==> src/rtl/fetch_queue_if.sv <==
// fetch_queue_if: handshake bundle between fetch, the fetch queue and decode.
//   Enqueue side : in_valid / in_instr / in_pc / in_pcplus4 -> queue, in_ready <- queue
//   Dequeue side : out_valid / out_instr / out_pc / out_pcplus4 <- queue, out_ready -> queue
//   count        : queue occupancy, 0..DEPTH
// master = fetch/decode side driving the queue, slave = the queue itself.
interface fetch_queue_if #(
  parameter int DATA_WIDTH = 32,
  parameter int DEPTH      = 4
);
  localparam int CW = $clog2(DEPTH) + 1;

  logic                  in_valid;
  logic [DATA_WIDTH-1:0] in_instr;
  logic [DATA_WIDTH-1:0] in_pc;
  logic [DATA_WIDTH-1:0] in_pcplus4;
  logic                  in_ready;

  logic                  out_valid;
  logic [DATA_WIDTH-1:0] out_instr;
  logic [DATA_WIDTH-1:0] out_pc;
  logic [DATA_WIDTH-1:0] out_pcplus4;
  logic                  out_ready;

  logic [CW-1:0]         count;

  modport master (
    output in_valid, in_instr, in_pc, in_pcplus4, out_ready,
    input  in_ready, out_valid, out_instr, out_pc, out_pcplus4, count
  );

  modport slave (
    input  in_valid, in_instr, in_pc, in_pcplus4, out_ready,
    output in_ready, out_valid, out_instr, out_pc, out_pcplus4, count
  );
endinterface

==> src/rtl/fetch_queue.sv <==
// fetch_queue: DEPTH-entry circular instruction queue between fetch and decode.
// Each entry holds {instr, pc, pcplus4}. Head is presented first-word
// fall-through; an empty queue shows NOP / 0 on the outputs.
//   clk_i   : clock, all state on rising edge
//   rst_i   : synchronous active-high reset
//   flush_i : redirect, discards every entry (and any push/pop that cycle)
//   bus     : fetch_queue_if.slave (enqueue/dequeue handshakes + count)

// One storage slot. No reset: contents are only observed once written.
module fq_entry #(
  parameter int W = 96
) (
  input  logic         clk_i,
  input  logic         we_i,
  input  logic [W-1:0] d_i,
  output logic [W-1:0] q_o
);
  logic [W-1:0] data_q;

  always_ff @(posedge clk_i) begin
    if (we_i) data_q <= d_i;
  end

  assign q_o = data_q;
endmodule

module fetch_queue #(
  parameter int DATA_WIDTH = 32,
  parameter int DEPTH      = 4
) (
  input  logic        clk_i,
  input  logic        rst_i,
  input  logic        flush_i,
  fetch_queue_if.slave bus
);
  localparam int PW = $clog2(DEPTH);
  localparam int CW = PW + 1;
  localparam logic [CW-1:0] FULL = CW'(DEPTH);
  localparam logic [DATA_WIDTH-1:0] NOP = DATA_WIDTH'(32'h0000_0013);

  typedef struct packed {
    logic [DATA_WIDTH-1:0] instr;
    logic [DATA_WIDTH-1:0] pc;
    logic [DATA_WIDTH-1:0] pcplus4;
  } entry_t;

  localparam int EW = $bits(entry_t);

  logic [PW-1:0] wr_ptr_q, wr_ptr_d;
  logic [PW-1:0] rd_ptr_q, rd_ptr_d;
  logic [CW-1:0] count_q,  count_d;

  logic [DEPTH-1:0][EW-1:0] ent;
  logic [DEPTH-1:0]         we;
  entry_t                   wr_ent;
  entry_t                   head;

  logic in_ready, out_valid, push, pop;

  // Handshake qualifiers depend only on registered occupancy, so in_ready
  // has no combinational path from out_ready (full blocks push even on pop).
  assign in_ready  = (count_q != FULL);
  assign out_valid = (count_q != '0);
  assign push      = bus.in_valid & in_ready;
  assign pop       = out_valid & bus.out_ready;

  assign wr_ent = '{instr: bus.in_instr, pc: bus.in_pc, pcplus4: bus.in_pcplus4};

  // Entry pushed during a flush/reset cycle is dropped, so no write either.
  always_comb begin
    we = '0;
    if (push && !flush_i && !rst_i) we[wr_ptr_q] = 1'b1;
  end

  for (genvar i = 0; i < DEPTH; i++) begin : g_ent
    fq_entry #(.W(EW)) u_ent (
      .clk_i (clk_i),
      .we_i  (we[i]),
      .d_i   (wr_ent),
      .q_o   (ent[i])
    );
  end

  always_comb begin
    wr_ptr_d = wr_ptr_q;
    rd_ptr_d = rd_ptr_q;
    count_d  = count_q;
    if (flush_i) begin
      wr_ptr_d = '0;
      rd_ptr_d = '0;
      count_d  = '0;
    end else begin
      if (push) wr_ptr_d = wr_ptr_q + PW'(1);
      if (pop)  rd_ptr_d = rd_ptr_q + PW'(1);
      case ({push, pop})
        2'b10:   count_d = count_q + CW'(1);
        2'b01:   count_d = count_q - CW'(1);
        default: count_d = count_q;
      endcase
    end
  end

  always_ff @(posedge clk_i) begin
    if (rst_i) begin
      wr_ptr_q <= '0;
      rd_ptr_q <= '0;
      count_q  <= '0;
    end else begin
      wr_ptr_q <= wr_ptr_d;
      rd_ptr_q <= rd_ptr_d;
      count_q  <= count_d;
    end
  end

  assign head = entry_t'(ent[rd_ptr_q]);

  // Empty queue shows a harmless NOP to decode rather than stale data.
  assign bus.in_ready    = in_ready;
  assign bus.out_valid   = out_valid;
  assign bus.out_instr   = out_valid ? head.instr   : NOP;
  assign bus.out_pc      = out_valid ? head.pc      : '0;
  assign bus.out_pcplus4 = out_valid ? head.pcplus4 : '0;
  assign bus.count       = count_q;
endmodule
==> src/flat_wrapper.sv <==
// flat-port wrapper written by rule: the top's interface ports become plain ports
module fetch_queue_flat 
#(
  parameter int DATA_WIDTH = 32,
  parameter int DEPTH      = 4
)
  (clk_i, rst_i, flush_i, bus_in_valid, bus_in_instr, bus_in_pc, bus_in_pcplus4, bus_out_ready, bus_in_ready, bus_out_valid, bus_out_instr, bus_out_pc, bus_out_pcplus4, bus_count);
  fetch_queue_if #(.DATA_WIDTH(DATA_WIDTH), .DEPTH(DEPTH)) bus_i ();
  input  logic clk_i;
  input  logic rst_i;
  input  logic flush_i;
  input wire logic [$bits(bus_i.in_valid)-1:0] bus_in_valid;
  input wire logic [$bits(bus_i.in_instr)-1:0] bus_in_instr;
  input wire logic [$bits(bus_i.in_pc)-1:0] bus_in_pc;
  input wire logic [$bits(bus_i.in_pcplus4)-1:0] bus_in_pcplus4;
  input wire logic [$bits(bus_i.out_ready)-1:0] bus_out_ready;
  output wire logic [$bits(bus_i.in_ready)-1:0] bus_in_ready;
  output wire logic [$bits(bus_i.out_valid)-1:0] bus_out_valid;
  output wire logic [$bits(bus_i.out_instr)-1:0] bus_out_instr;
  output wire logic [$bits(bus_i.out_pc)-1:0] bus_out_pc;
  output wire logic [$bits(bus_i.out_pcplus4)-1:0] bus_out_pcplus4;
  output wire logic [$bits(bus_i.count)-1:0] bus_count;
  assign bus_i.in_valid = bus_in_valid;
  assign bus_i.in_instr = bus_in_instr;
  assign bus_i.in_pc = bus_in_pc;
  assign bus_i.in_pcplus4 = bus_in_pcplus4;
  assign bus_i.out_ready = bus_out_ready;
  assign bus_in_ready = bus_i.in_ready;
  assign bus_out_valid = bus_i.out_valid;
  assign bus_out_instr = bus_i.out_instr;
  assign bus_out_pc = bus_i.out_pc;
  assign bus_out_pcplus4 = bus_i.out_pcplus4;
  assign bus_count = bus_i.count;
  fetch_queue #(.DATA_WIDTH(DATA_WIDTH), .DEPTH(DEPTH)) u_core (.clk_i(clk_i), .rst_i(rst_i), .flush_i(flush_i), .bus(bus_i));
endmodule
==> config.mk <==
export PLATFORM = sky130hd
export DESIGN_NAME = fetch_queue_flat
export DESIGN_NICKNAME = d
export VERILOG_FILES = /design/src/rtl/fetch_queue_if.sv /design/src/rtl/fetch_queue.sv /design/src/flat_wrapper.sv
export SDC_FILE = /design/constraint.sdc
export NUM_CORES = 1
export LEC_CHECK = 0
export ABC_CLOCK_PERIOD_IN_PS = 4700
export CORE_MARGIN = 2
export CORE_UTILIZATION = 50
export DETAILED_ROUTE_END_ITERATION = 8
export DONT_BUFFER_PORTS = 1
export PLACE_DENSITY = 0.63
export SLEW_MARGIN = 5
export SYNTH_ARGS = -nofsm -noshare
export SYNTH_HDL_FRONTEND = slang
export SYNTH_SLANG_ARGS = --single-unit
export TNS_END_PERCENT = 1
==> constraint.sdc <==
create_clock -name clk_i -period 4.7 [get_ports clk_i]
set_input_delay 0.705 -clock clk_i [delete_from_list [all_inputs] [get_ports clk_i]]
set_output_delay 0.705 -clock clk_i [all_outputs]
set_load 0.02 [all_outputs]
==> impl_results.md, run 1 <==
- Status: finished clean
- Max incr delay on CP: 690 ps
- Max-cap violations: 0
- Clk sinks: 391
- Min-delay src: bus_in_pcplus4[19]
- DIE HEIGHT: 177 um
- Clk slew on worst S/H paths: 60 ps
- Critical Path Source Type: flop
- Syn nets: 767
- # fillers: 2182
- Lkg Pwr: 5.05 nW
- Die area: 31200 um2
- Vias/cell: 5.73
- Setup_tns: 0 ps
- Cell count after placement: 1027
- Die extent in x: 177 um
- Setup ws final: 1240 ps
- Avg Cell Area, Syn: 22.6 um2
- Setup Viol. Count Final: 0
- Num CTS Buffers: 39
- Largest net degree at the start of global routing: 60
- Hold_buf cts: 0
- Drt wl/cell: 24.7 um
- Pwr dens: 421 nW/um2
- Clk buf depth: 3
- Vias in the first global route: 6797
- Area delta synth->final: 11.2%
- HP Class: in -> reg
- Gpl congestion: 0.737
- GR Overflow Total: 0
- Worst Path Max Fanout: 55
- Initial antenna violation count: 0
- Initial DRC count: 680
- Ys async rst share: 0%
- I/O Buffers: 0
- Core ar.: 29500 um2
- Final Max Tran Viols: 0
- Standard-cell rows: 63
- Crit. End Element: primary output
- CTS tree: yes
- # DRC: 0
- First-pass GRT wire length: 40800 um
- Prevailing post-synth register cell: edfxtp_1
- WP data arrival: 2760 ps
- Cells after Synth: 660
- Most frequent cells in the layout: edfxtp_1, mux4_2, and2_1, clkbuf_16, clkbuf_1
- Post-CTS Repair Setup Buffers: 0
- Synthesized flop and latch total: 391
- Share of cells above drive strength 1: 23.4%
- R2R setup slack: 1730 ps
- Post-synthesis sequential area ratio: 78.3%
- Ports: 202
- Hold endpoint: u_core.g_ent[0].u_ent.q_o[19]$_DFFE_PP_
- Final Instance Count excl. Fillers: 1096
- Fin crit share: 73.6%
- GRT Util Overall: 17.6%
- Cell depth of the worst flop-to-flop path: 4
- Setup Slack @ Placement: 1710 ps
- DRT Pass-1 Iters: 4
- Worst Skew: 11.8 ps
- Root buffer cell: clkbuf_16
- Worst-skew pair later-pin latency: 520 ps
- Library cells used by synthesis: 28
- Reg2Reg Capture Point: u_core.g_ent[0].u_ent.q_o[87]$_DFFE_PP_
- Pwr Total: 0.00698 W
- Final antenna diode count: 0
- Crit path kind: reg -> out
- Total number of vias: 6283
- CP Data Required Time: 3990 ps
- Worst path cell trace: nor3_2 -> inv_2 -> buf_4 -> and2_1
- Max_slew headroom: 37.0%
- Maximum vdd drop: 281 uV
- Post-Synthesis Cell Area: 14900 um2
- CTS resizes: 0
- Critical-path top delay cell: inv_2
- Total Wirelength: 27000 um
- Worst reg2reg path startpoint: u_core.bus.count[0]$_SDFFE_PP0P_
- EDFF count, synth: 384
- Slew at the pin closest to its max-slew limit: 945 ps
- Commonest non-fill, non-tap cell in the layout: edfxtp_1
- Detail Placement HPWL: 16300 um
- H-tree depth: 2
- Final hold vios: 0
- RSZ-0062 raised after global routing: false
- FMAX: 289 MHz
- Post-layout min period: 3460 ps
- Final Net Count: 785
- Hold depth: 0
- Post-DRT Antenna Nets: 0
- Yosys warnings: 0
- Initial Utilization: 50.6%
## cell usage after synthesis, types with 2 or more instances
library cell | count | area (um2)
a21oi_1 | 3 | 15.0
and2_1 | 94 | 588
and3_1 | 4 | 25.0
buf_2 | 12 | 60.1
clkbuf_1 | 17 | 63.8
dfxtp_1 | 7 | 140
edfxtp_1 | 384 | 11500
ha_1 | 5 | 62.6
inv_1 | 7 | 26.3
mux4_2 | 96 | 2160
nand2_1 | 4 | 15.0
nor2_1 | 4 | 15.0
o21ai_0 | 3 | 15.0
or2_1 | 4 | 25.0
or3_1 | 2 | 12.5
xor2_1 | 2 | 17.5
## layout make-up
class | instances | area [um2] | share of cell area (%)
Clock inverter | 11 | 50.0 | 0.302
Sequential cell | 391 | 11700 | 70.5
Timing Repair Buffer | 10 | 138 | 0.831
Inverter | 7 | 26.3 | 0.159
Multi-Input combinational cell | 229 | 3050 | 18.4
Tap cell | 390 | 488 | 2.94
Clock buffer | 58 | 1140 | 6.88
## per-layer routing
layer  part of all wire [%]  global-route usage [%]
met1                     40                    22.6
met2                     48                    27.8
met3                    8.7                    6.64
met4                    2.9                    6.54
met5                      0                       0
## state kept, by name (all words and copies together), names as in the netlist
register / flops
u_core.bus.count: 3
u_core.rd_ptr_q: 2
u_core.g_ent.u_ent.q_o: 384
u_core.wr_ptr_q: 2
## kinds of logic after synthesis
| group | Yosys count | share of synthesized area [%] |
|---|---|---|
| multiplexers | 97 | 14.6 |
| XOR/XNOR | 2 | 0.118 |
| flip-flops | 391 | 78.3 |
| AO/OA/AOI/OAI | 7 | 0.252 |
| adder cells (fa/ha/maj) | 6 | 0.554 |
| buffers and inverters | 40 | 1.37 |
| AND/OR/NAND/NOR | 117 | 4.83 |
## how the worst max path moves through the flow
stage,slack (ps),cells after the start,start,to
after floorplan,780,4,u_core.bus.count[0]$_SDFFE_PP0P_,u_core.g_ent[0].u_ent.q_o[0]$_DFFE_PP_
after global placement,1790,4,u_core.bus.count[0]$_SDFFE_PP0P_,u_core.g_ent[3].u_ent.q_o[61]$_DFFE_PP_
after detailed placement,1710,4,u_core.bus.count[0]$_SDFFE_PP0P_,u_core.g_ent[0].u_ent.q_o[60]$_DFFE_PP_
after CTS,1140,4,u_core.bus.count[0]$_SDFFE_PP0P_,bus_out_pc[25]
after global routing,960,4,u_core.bus.count[0]$_SDFFE_PP0P_,bus_out_pc[25]
final,1240,4,u_core.bus.count[0]$_SDFFE_PP0P_,bus_out_pc[25]
## power breakdown
part,switching (W),internal [W]
combinational,0.000165,0.0000779
clock,0.00118,0.00167
sequential,0.0000130,0.00387
## worst max-delay path, delay by kind of cell, from the launching register on
kind | cells | cell delay (ps)
buffers and inverters | 2 | 1180
and+or+nand+nor | 2 | 480
DFF | 1 | 550
## through the flow
stage | utilization (%) | area, um2 | hold WS [ps]
after floorplan | - | 14900 | 469
after global placement | 52.2 | 15400 | 479
after detailed placement | 52.2 | 15400 | 551
after CTS | 56.2 | 16600 | 259
after global routing | 56.2 | 16600 | 258
final | 56.2 | 16600 | 280
Power figures use the tool's default switching activity.
==> run 2, diff against run 1 <==
- ABC_CLOCK_PERIOD_IN_PS: 4700 -> 3200
- clock period: 4.7 -> 3.2 ns (I/O delays scaled with it)
==> impl_results.md, run 2 (synthesis gave the netlist of run 1 again) <==
- Drt wl/cell: 24.5 um (-0.54%)
- FMAX: 346 MHz
- Standard-cell rows: 63 (unchanged)
- Max_slew headroom: 41.3% (+4.2 points)
- Worst Skew: 17.4 ps (+5.64 ps)
- Initial antenna violation count: 0 (unchanged)
- DIE HEIGHT: 177 um (unchanged)
- Min-delay src: bus_in_pcplus4[19]
- Setup ws final: 307 ps (-932 ps)
- Setup Slack @ Placement: 421 ps (-1290 ps)
- Final antenna diode count: 0 (unchanged)
- Final Max Tran Viols: 0 (unchanged)
- Clk buf depth: 3 (unchanged)
- Crit. End Element: primary output
- CP Data Required Time: 2720 ps (-1270 ps)
- Vias in the first global route: 6957 (+2.4%)
- Total number of vias: 6278 (-0.080%)
- Slew at the pin closest to its max-slew limit: 881 ps (-63.5 ps)
- Ports: 202 (unchanged)
- Area delta synth->final: 12.2%
- Post-layout min period: 2890 ps
- Core ar.: 29500 um2 (unchanged)
- Most frequent cells in the layout: edfxtp_1, mux4_2, and2_1, clkbuf_16, clkbuf_1
- Worst Path Max Fanout: 54 (-1.8%)
- Initial Utilization: 50.6% (unchanged)
- Die extent in x: 177 um (unchanged)
- Fin crit share: 90.4%
- Reg2Reg Capture Point: u_core.bus.count[2]$_SDFFE_PP0P_
- Total Wirelength: 27200 um (+0.73%)
- HP Class: in -> reg
- Critical Path Source Type: flop
- I/O Buffers: 0 (unchanged)
- Initial DRC count: 411 (-40%)
- Clk slew on worst S/H paths: 60 ps (about the same)
- Clk sinks: 391 (unchanged)
- Worst-skew pair later-pin latency: 520 ps (about the same)
- # fillers: 2201 (+0.87%)
- WHS: 50.7 ps (-229 ps)
- Max-cap violations: 0 (unchanged)
- Commonest non-fill, non-tap cell in the layout: edfxtp_1
- GR Overflow Total: 0 (unchanged)
- RSZ-0062 raised after global routing: false
- R2R setup slack: 400 ps (-1330 ps)
- Num CTS Buffers: 41 (+5.1%)
- Setup Viol. Count Final: 0 (unchanged)
- Hold endpoint: u_core.g_ent[1].u_ent.q_o[19]$_DFFE_PP_
- Vias/cell: 5.66 (-1.3%)
- CTS tree: yes
- Max reg flops: 384 (unchanged)
- Crit path kind: reg -> out
- Maximum vdd drop: 512 uV (+83%)
- # DRC: 0 (unchanged)
- Post-CTS Repair Setup Buffers: 0 (unchanged)
- Hold_buf cts: 0 (unchanged)
- Status: finished clean
- Share of cells above drive strength 1: 24.3% (+0.93 points)
- Hold depth: 0 (unchanged)
- Largest net degree at the start of global routing: 96 (+60%)
- H-tree depth: 2 (unchanged)
- GRT Util Overall: 17.7% (+0.11 points)
- Cell depth of the worst flop-to-flop path: 9 (+5)
- Die area: 31200 um2 (unchanged)
- Root buffer cell: clkbuf_16
- First-pass GRT wire length: 41300 um (+1.2%)
- Post-DRT Antenna Nets: 0 (unchanged)
- Worst reg2reg path startpoint: u_core.bus.count[1]$_SDFFE_PP0P_
- Final hold vios: 0 (unchanged)
- Gpl congestion: 0.705 (-4.3%)
- CTS resizes: 0 (unchanged)
- Register Area: 11700 um2 (unchanged)
- Final Net Count: 796 (+1.4%)
- Pwr dens: 621 nW/um2 (+47%)
- WP data arrival: 2410 ps (-350 ps)
- Lkg Pwr: 5.13 nW (+1.5%)
- DRT Pass-1 Iters: 4 (unchanged)
- Detail Placement HPWL: 16400 um (+0.54%)
- Multi-input logic area: 3050 um2 (unchanged)
## run 2: how the worst max path moves through the flow
stage                                                 from                                     end  slack (ps)
after global placement    u_core.bus.count[1]$_SDFFE_PP0P_        u_core.bus.count[2]$_SDFFE_PP0P_         490
after floorplan           u_core.bus.count[0]$_SDFFE_PP0P_  u_core.g_ent[1].u_ent.q_o[0]$_DFFE_PP_        -720
final                      u_core.rd_ptr_q[1]$_SDFFE_PP0P_                       bus_out_instr[15]         310
after CTS                 u_core.bus.count[1]$_SDFFE_PP0P_                          bus_out_pc[14]         270
after global routing      u_core.bus.count[1]$_SDFFE_PP0P_                     bus_out_pcplus4[23]         140
after detailed placement  u_core.bus.count[1]$_SDFFE_PP0P_        u_core.bus.count[2]$_SDFFE_PP0P_         420
## run 2: report_power, final
group | total [W] | switching, W | internal (W)
Sequential | 0.00570 | 0.0000177 | 0.00568
Clock | 0.00432 | 0.00179 | 0.00254
Combinational | 0.000358 | 0.000240 | 0.000118
Total | 0.0104 | 0.00204 | 0.00834
## run 2: final cells by class
| class | instances | area share, % |
|---|---|---|
| inverters | 7 | 0.157 |
| clock buffers | 56 | 6.73 |
| well taps | 390 | 2.92 |
| flip-flops and latches | 391 | 69.8 |
| clock inverters | 18 | 0.658 |
| repair buffers | 19 | 1.45 |
| multi-input cells | 229 | 18.2 |
## run 2: critical path, cell delays in order, from the launching register on
cell	delay, ps
dfxtp_4	900
buf_4	370
mux4_2	350
and2_1	250
## run 2: through the flow
stage / instance area [um2] / TNS [ps] / total power [W] / util, % / std cells
2_1_floorplan: 14900 / -207180 / 0.00610 / - / 660
3_3_place_gp: 15500 / 0 / 0.00617 / 52.5 / 1036
3_5_place_dp: 15500 / 0 / 0.00617 / 52.5 / 1036
4_1_cts: 16700 / 0 / 0.0105 / 56.7 / 1110
5_1_grt: 16700 / 0 / 0.0107 / 56.7 / 1110
6_report: 16700 / 0 / 0.0104 / 56.7 / 1110
## run 2: layer usage
metal	vias to the layer above	routed length (um)	GRT usage, %
met3	37	2430	6.87
met2	169	13800	29.7
met1	3325	10500	21.8
met4	0	469	4.48
li1	2747	-	-
met5	-	0	0
==> run 3, diff against run 2 <==
- ABC_CLOCK_PERIOD_IN_PS: 3200 -> 2800
- clock period: 3.2 -> 2.8 ns (I/O delays scaled with it)
==> impl_results.md, run 3 (synthesis gave the netlist of run 1 again) <==
- Final hold vios: 0 (unchanged)
- Share of cells above drive strength 1: 22.2% (-2.2 points)
- DRT Pass-1 Iters: 4 (unchanged)
- Most frequent cells in the layout: edfxtp_1, mux4_2, dlygate4sd3_1, and2_1, clkbuf_16
- Vias/cell: 5.61 (-0.86%)
- Commonest non-fill, non-tap cell in the layout: edfxtp_1
- Final Max Tran Viols: 0 (unchanged)
- Largest net degree at the start of global routing: 96 (unchanged)
- # DRC: 0 (unchanged)
- Total Wirelength: 27800 um (+2.1%)
- First-pass GRT wire length: 42700 um (+3.4%)
- H-tree depth: 2 (unchanged)
- Clk buf depth: 3 (unchanged)
- Root buffer cell: clkbuf_16
- DIE HEIGHT: 177 um (unchanged)
- Crit path kind: reg -> out
- Initial DRC count: 503 (+22%)
- Flop pwr share: 54.4% (-0.5 points)
- Detail Placement HPWL: 16500 um (+1.1%)
- Clk sinks: 391 (unchanged)
- R2R setup slack: 330 ps (-70 ps)
- Status: finished clean
- RSZ-0062 raised after global routing: false
- CP Data Required Time: 2380 ps (-340 ps)
- Max_slew headroom: 61.4% (+20 points)
- Area delta synth->final: 19.1%
- Fin crit share: 94.5%
- Worst Skew: 20.7 ps (+3.32 ps)
- Net Sw Frac: 20.0% (+0.26 points)
- Crit. End Element: primary output
- Final Net Count: 896 (+13%)
- Pwr dens: 673 nW/um2 (+8.5%)
- HP Class: in -> reg
- CTS tree: yes
- Core ar.: 29500 um2 (unchanged)
- Total number of vias: 6779 (+8.0%)
- Clock share of power: 40.7% (-0.9 points)
- Standard-cell rows: 63 (unchanged)
- Ports: 202 (unchanged)
- Lkg Pwr: 5.56 nW (+8.5%)
- I/O Buffers: 0 (unchanged)
- Max-cap violations: 0 (unchanged)
- Worst Path Max Fanout: 47 (-13%)
- P_sw: 0.00239 W (+17%)
- Initial antenna violation count: 2 (+2)
- Die area: 31200 um2 (unchanged)
- GR Overflow Total: 0 (unchanged)
- Post-layout min period: 2640 ps
- Final Instance Count excl. Fillers: 1209 (+8.9%)
- # fillers: 2085 (-5.3%)
- WP data arrival: 2220 ps (-190 ps)
- Pwr Total: 0.0120 W (+15%)
- Gpl congestion: 0.772 (+9.5%)
- Comb pwr share: 4.9% (+1.5 points)
- Critical Path Source Type: flop
- Post-DRT Antenna Nets: 0 (unchanged)
- Worst-skew pair later-pin latency: 520 ps (about the same)
- FMAX: 378 MHz
- Slew at the pin closest to its max-slew limit: 580 ps (-302 ps)
- Setup Viol. Count Final: 0 (unchanged)
- Max reg flops: 384 (unchanged)
- Num CTS Buffers: 40 (-2.4%)
- Cell count after placement: 1041 (+0.48%)
- Maximum vdd drop: 541 uV (+5.6%)
- Vias in the first global route: 7389 (+6.2%)
- Internal power: 0.00957 W (+15%)
- Die extent in x: 177 um (unchanged)
- GRT Util Overall: 18.1% (+0.41 points)
- Drt wl/cell: 23.0 um (-6.3%)
- Initial Utilization: 50.6% (unchanged)
- Clk slew on worst S/H paths: 60 ps (about the same)
==> run 3: final cells by class <==
cell class / count / area, um2 / share of cell area [%]
Antenna cell: 2 / 5.00 / 0.0282
Timing Repair Buffer: 120 / 1310 / 7.38
Inverter: 7 / 26.3 / 0.148
Clock inverter: 21 / 144 / 0.810
Multi-Input combinational cell: 229 / 3050 / 17.2
Tap cell: 390 / 488 / 2.75
Clock buffer: 49 / 1060 / 5.95
Sequential cell: 391 / 11700 / 65.8
==> run 3: metal layers <==
metal / vias to the layer above / share of wire [%] / track usage (%)
li1: 2953 / - / -
met1: 3554 / 40 / 23.1
met2: 222 / 52 / 31.2
met3: 50 / 6.1 / 4.21
met4: 0 / 2.3 / 5.82
met5: - / 0 / 0
==> run 3: path summary, 6_finish.rpt <==
kind / from / cells past startpoint / end
worst max-delay path: u_core.rd_ptr_q[0]$_SDFFE_PP0P_ / 3 / bus_out_instr[0]
worst min-delay path: bus_in_valid / 2 / u_core.wr_ptr_q[1]$_SDFFE_PP0P_
worst max register to register: u_core.bus.count[2]$_SDFFE_PP0P_ / 9 / u_core.bus.count[2]$_SDFFE_PP0P_
worst min register to register: u_core.wr_ptr_q[0]$_SDFFE_PP0P_ / 2 / u_core.wr_ptr_q[0]$_SDFFE_PP0P_
==> run 3: timing repair <==
action,in CTS,in global routing
gates resized for setup,1,1
endpoints found under the setup margin,29,1
hold buffers,96,0
hold endpoints to repair,384,0
gates cloned,0,0
setup buffers,0,0
==> run 3: power by group through the flow <==
stage	Combinational, W	Sequential, W	Clock [W]
after floorplan	0.000338	0.00663	0
after detailed placement	0.000426	0.00664	0
after CTS	0.000597	0.00651	0.00499
after global routing	0.000636	0.00651	0.00520
final	0.000586	0.00651	0.00486
after global placement	0.000420	0.00663	0
==> run 3: critical path: stages, from the launching register on <==
cell,delay [ps]
dfxtp_4,430
buf_12,360
mux4_2,570
or2_1,310
==> run 3: metrics by stage <==
step / cell area (um2) / setup TNS (ps) / hold slack, ps / utilization [%] / worst slack [ps]
after CTS: 17800 / 0 / 49.9 / 60.2 / 80.3
after global placement: 15600 / 0 / 481 / 52.9 / 449
after floorplan: 14900 / -14310 / 469 / - / -37.3
after global routing: 17800 / 0 / 58.3 / 60.2 / 38.8
after detailed placement: 15600 / 0 / 506 / 52.9 / 376
final: 17800 / 0 / 75.5 / 60.2 / 155
==> edit 1: new RTL, flow settings as in run 3 <==
Make the reset (`rst_i`) asynchronous in one clocked block. Comments in the files are not updated.
--- a/src/rtl/fetch_queue.sv
+++ b/src/rtl/fetch_queue.sv
@@ -101,5 +101,5 @@
   end
 
-  always_ff @(posedge clk_i) begin
+  always_ff @(posedge clk_i or posedge rst_i) begin
     if (rst_i) begin
       wr_ptr_q <= '0;
Check against the original RTL: differs if rst_i is asserted again (counterexample within 4 cycles, from zero or initial values and one cycle with rst_i high); with rst_i held inactive, the same outputs for 4 cycles.
==> edit 1 against run 3 <==
Global-route usage increased by 0.13 points; critical path depth increased by 1; count of clock-buffer cells in the layout unchanged; final area increased by 1.3%; routed wire length increased by 2.1%; synthesized area increased by 1.0%; non-clock buffer count decreased by 6; sequential cell count unchanged; register-to-register slack improved by 210 ps; worst setup slack got worse by 27 ps; utilization increased by 0.46 points; critical endpoint is now bus_out_instr[14].
Power is not compared: it rests on default switching activity, and its combinational part moved more than twofold at a synthesized area within 25%.
==> edit 1: results (changes against run 3) <==
run status=finished, final reports clean (unchanged); cells taking the most area after synthesis=edfxtp_1 77%, mux4_2 14%, and2_1 3.9% (was edfxtp_1 77%, mux4_2 15%, and2_1 3.9%); largest driver fanout on the critical path=44 (was 47); Synth async-reset ratio=1.790% (was 0%); critical path startpoint=u_core.bus.count[1] (was u_core.rd_ptr_q[0]); wire length on met2=14560 um (was 14470 um); synthesized net count=787 (was 767); average wire length per cell after detail routing=23.32 um (was 22.99 um); capture instance of the worst register-to-register path=u_core.g_ent[1].u_ent.q_o[55] (was u_core.bus.count[2]); adder and majority cell fraction of the synthesized area=0.4654% (was 0.5540%); maximum number of pins on one net before global-route repair=81 (was 96); non-filler instance count after layout=1217 (was 1209); share of layout cells above drive strength 1=22.28% (was 22.15%); synth cell count leaders=384 x edfxtp_1, 96 x mux4_2, 93 x and2_1 (was 384 x edfxtp_1, 96 x mux4_2, 94 x and2_1); global-route wire length before repair=43040 um (was 42720 um); pre-CTS setup slack=535.4 ps (was 376.2 ps); cell family with the largest share of critical-path delay=simple AND/OR/NAND/NOR gates (was multiplexers); critical-path cell with the highest stage delay=dfrtp_2 (was mux4_2); Setup Skew=14.94 ps (was 20.73 ps); synthesized area per cell=22.11 um^2 (was 22.58 um^2); Crit path largest cell delay=530 ps (was 570 ps); xor/xnor cell area share of the yosys netlist=0.1745% (was 0.1175%); final worst setup slack=128.6 ps (was 155.2 ps); fraction of synthesized area in multiplexers=14.44% (was 14.57%); metal3 WL=1945 um (was 1692 um); via count=6919 (was 6779); number of unique standard cell types used by synthesis=37 (was 28); met3 layer usage reported by global route=4.477% (was 4.210%); final weighted congestion in routability-driven placement=0.7169 (was 0.7717); R2R Path Start=u_core.bus.count[2] (unchanged); met1 routed wirelength after detailed routing=11260 um (was 10990 um); via count of the first global-routing pass=7435 (was 7389); total track usage=18.27% (was 18.15%); number of CTS-inserted buffers=39 (was 40)
[edit 1: changes by cell type after synthesis, moves of 2 or more]
cell and change:
dfrtp_1 +7, dfxtp_1 -7, nor2_1 +7, inv_1 +5, and3_1 -4, nand2_1 -4, nand3_1 +4, buf_2 +2
buf_6 +2, nor3b_1 +2, o22ai_1 +2, or3_1 -2
[edit 1: worst min-delay path by stage]
stage	endpoint	slack, ps
2_1_floorplan	u_core.rd_ptr_q[0]	220
3_3_place_gp	u_core.wr_ptr_q[0]	250
3_5_place_dp	u_core.wr_ptr_q[1]	260
4_1_cts	u_core.wr_ptr_q[1]	50
5_1_grt	u_core.wr_ptr_q[1]	70
6_report	u_core.wr_ptr_q[1]	80
[edit 1: cell type report]
type / count / area [um^2]
Antenna cell: 1 / 2.502
Clock buffer: 49 / 1013
Clock inverter: 20 / 361.6
Fill cell: 2099 / 11650
Inverter: 12 / 45.04
Multi-Input combinational cell: 240 / 3146
Sequential cell: 391 / 11720
Tap cell: 390 / 488.0
Timing Repair Buffer: 114 / 1217
[edit 1: repair_timing]
action / CTS / global route
resized for setup: 0 / 1
endpoints found under the setup margin: 0 / 1
hold buffers: 98 / 0
endpoints found under the hold margin: 398 / 0
[edit 1: cell families after synthesis]
kind of cell	after synthesis
fa+ha+maj	5
simple gates	119
flops	391
buf+inv	50
xor+xnor	3
mux	97
compound gates	16
[edit 1: power breakdown]
part / total (mW) / switching [mW] / internal (mW)
Sequential: 6.69 / 0.120 / 6.57
Combinational: 2.66 / 1.65 / 1.01
Clock: 5.51 / 2.02 / 3.50
Total: 14.9 / 3.79 / 11.1
[edit 1: worst register-to-register path: stages, from the launching register on]
cell     delay [ps]
dfrtp_2         520
nor3b_4         210
or4_4           510
nor2_4          160
buf_12          420
==> edit 2: new RTL, config.mk and constraints of run 3 <==
Without the edit above. `DEPTH` is set to 4 in 3 places; all go to 2.
--- a/src/rtl/fetch_queue_if.sv
+++ b/src/rtl/fetch_queue_if.sv
@@ -6,5 +6,5 @@
 interface fetch_queue_if #(
   parameter int DATA_WIDTH = 32,
-  parameter int DEPTH      = 4
+  parameter int DEPTH      = 2
 );
   localparam int CW = $clog2(DEPTH) + 1;
--- a/src/rtl/fetch_queue.sv
+++ b/src/rtl/fetch_queue.sv
@@ -27,5 +27,5 @@
 module fetch_queue #(
   parameter int DATA_WIDTH = 32,
-  parameter int DEPTH      = 4
+  parameter int DEPTH      = 2
 ) (
   input  logic        clk_i,
--- a/src/flat_wrapper.sv
+++ b/src/flat_wrapper.sv
@@ -3,5 +3,5 @@
 #(
   parameter int DATA_WIDTH = 32,
-  parameter int DEPTH      = 4
+  parameter int DEPTH      = 2
 )
   (clk_i, rst_i, flush_i, bus_in_valid, bus_in_instr, bus_in_pc, bus_in_pcplus4, bus_out_ready, bus_in_ready, bus_out_valid, bus_out_instr, bus_out_pc, bus_out_pcplus4, bus_count);
Interface: changed (resized bus_count); port bits go from 202 to 201. No check against the original RTL was run, so the function may have changed too.
==> edit 2 against run 3 <==
Total power decreased by 51%; final area fell by 53%; synthesized area shrank 50%; worst setup slack better by 280 ps; utilization shrank 3.4 points; sequential cell count shrank 195; register-to-register slack improved by 530 ps; routed wire length decreased by 55%; critical path type unchanged; largest cell class unchanged; largest power group unchanged.
==> edit 2: results (changes against run 3) <==
post-CTS sizing=0 (was 1); number of unique standard cell types used by synthesis=20 (was 28); Antenna Cells=0 (was 2); synthesized net count=534 (was 767); global-route wire length before repair=18980 um (was 42720 um); Relative slew margins=63.05% (was 61.36%); average wire length per cell after detail routing=19.65 um (was 22.99 um); clock insertion delay at the later pin of the skew report=420 ps (was 520 ps); number of levels in the clock H-tree=4 (was 2); register area share after synthesis=78.75% (was 78.30%); Nets=539 (was 896); cells taking the most area after synthesis=edfxtp_1 78%, mux2i_1 13%, nor2_1 4.9% (was edfxtp_1 77%, mux4_2 15%, and2_1 3.9%); initial antenna violation count=0 (was 2); synth cell count leaders=192 x edfxtp_1, 96 x mux2i_1, 96 x nor2_1 (was 384 x edfxtp_1, 96 x mux4_2, 94 x and2_1); buffer levels on the longest clock path=2 (was 3); VDD IR max=0.3569 mV (was 0.5408 mV); total standard cell area after synthesis=7423 um^2 (was 14910 um^2); Setup Skew=7.973 ps (was 20.73 ps); share of layout cells above drive strength 1=9.778% (was 22.15%); register-to-register path setup slack=860 ps (was 330 ps); max reg flops=192 (was 384); final worst path period need=2361 ps (was 2645 ps); total track usage=16.06% (was 18.15%); maximum number of pins on one net before global-route repair=97 (was 96); Worst EP arrival=1940 ps (was 2220 ps); HPWL Detailed=7977 um (was 16540 um); Post-synth EDFFs=192 (was 384); largest driver fanout on the critical path=42 (was 47); run status=finished, final reports clean (unchanged); number of CTS-inserted buffers=17 (was 40); pre-CTS setup slack=870.4 ps (was 376.2 ps); via count of the first global-routing pass=3543 (was 7389); via count=3412 (was 6779); Static Leak=2.523 nW (was 5.561 nW)
edit 2: metal layers:
metal	GRT usage, %	wire length (um)	up-vias
met2	24.96	5899	142
li1	-	-	1605
met4	6.399	153	0
met1	18.23	4784	1653
met3	9.601	1619	12
met5	0	0	-
edit 2: logic make-up after synthesis:
family / synth area share [%]
compound gates: 0.3709
simple gates: 5.512
flops: 78.75
mux: 12.94
buf+inv: 1.905
xor+xnor: 0.3540
fa+ha+maj: 0.1685
edit 2: area by class of cell:
cell class | instances | area, um^2
clock buffers | 18 | 429.2
clock inverters | 14 | 135.1
fillers | 1138 | 6276
inverters | 3 | 11.26
multi-input cells | 211 | 1476
flip-flops and latches | 196 | 5853
well taps | 184 | 230.2
repair buffers | 8 | 122.6
edit 2: through the flow:
stage	cells	TNS [ps]	hold slack, ps	area (um^2)
final	634	0	93.93	8258
after global routing	634	0	62.82	8258
after CTS	634	0	72.27	8258
after detailed placement	602	0	518.9	7694
after global placement	602	0	518.9	7694
after floorplan	432	-144240	518.9	7470
edit 2: final timing paths:
| check | startpoint | to | depth (start not counted) |
|---|---|---|---|
| max reg2reg | u_core.bus.count[1] | u_core.g_ent[0].u_ent.q_o[63] | 4 |
| min | bus_in_pc[28] | u_core.g_ent[1].u_ent.q_o[60] | 0 |
| min reg2reg | u_core.bus.count[0] | u_core.bus.count[0] | 2 |
| max | u_core.rd_ptr_q | bus_out_instr[1] | 3 |
edit 2: where the power goes:
part	switching, mW	internal (mW)
sequential	0.0217	3.28
combinational	0.238	0.0720
clock	0.975	1.31
total	1.23	4.66
edit 2: worst max-delay path, cell delays in order, from the launching register on:
cell     delay, ps
dfxtp_4        620
buf_12         330
mux2i_1        310
nand2_1        190
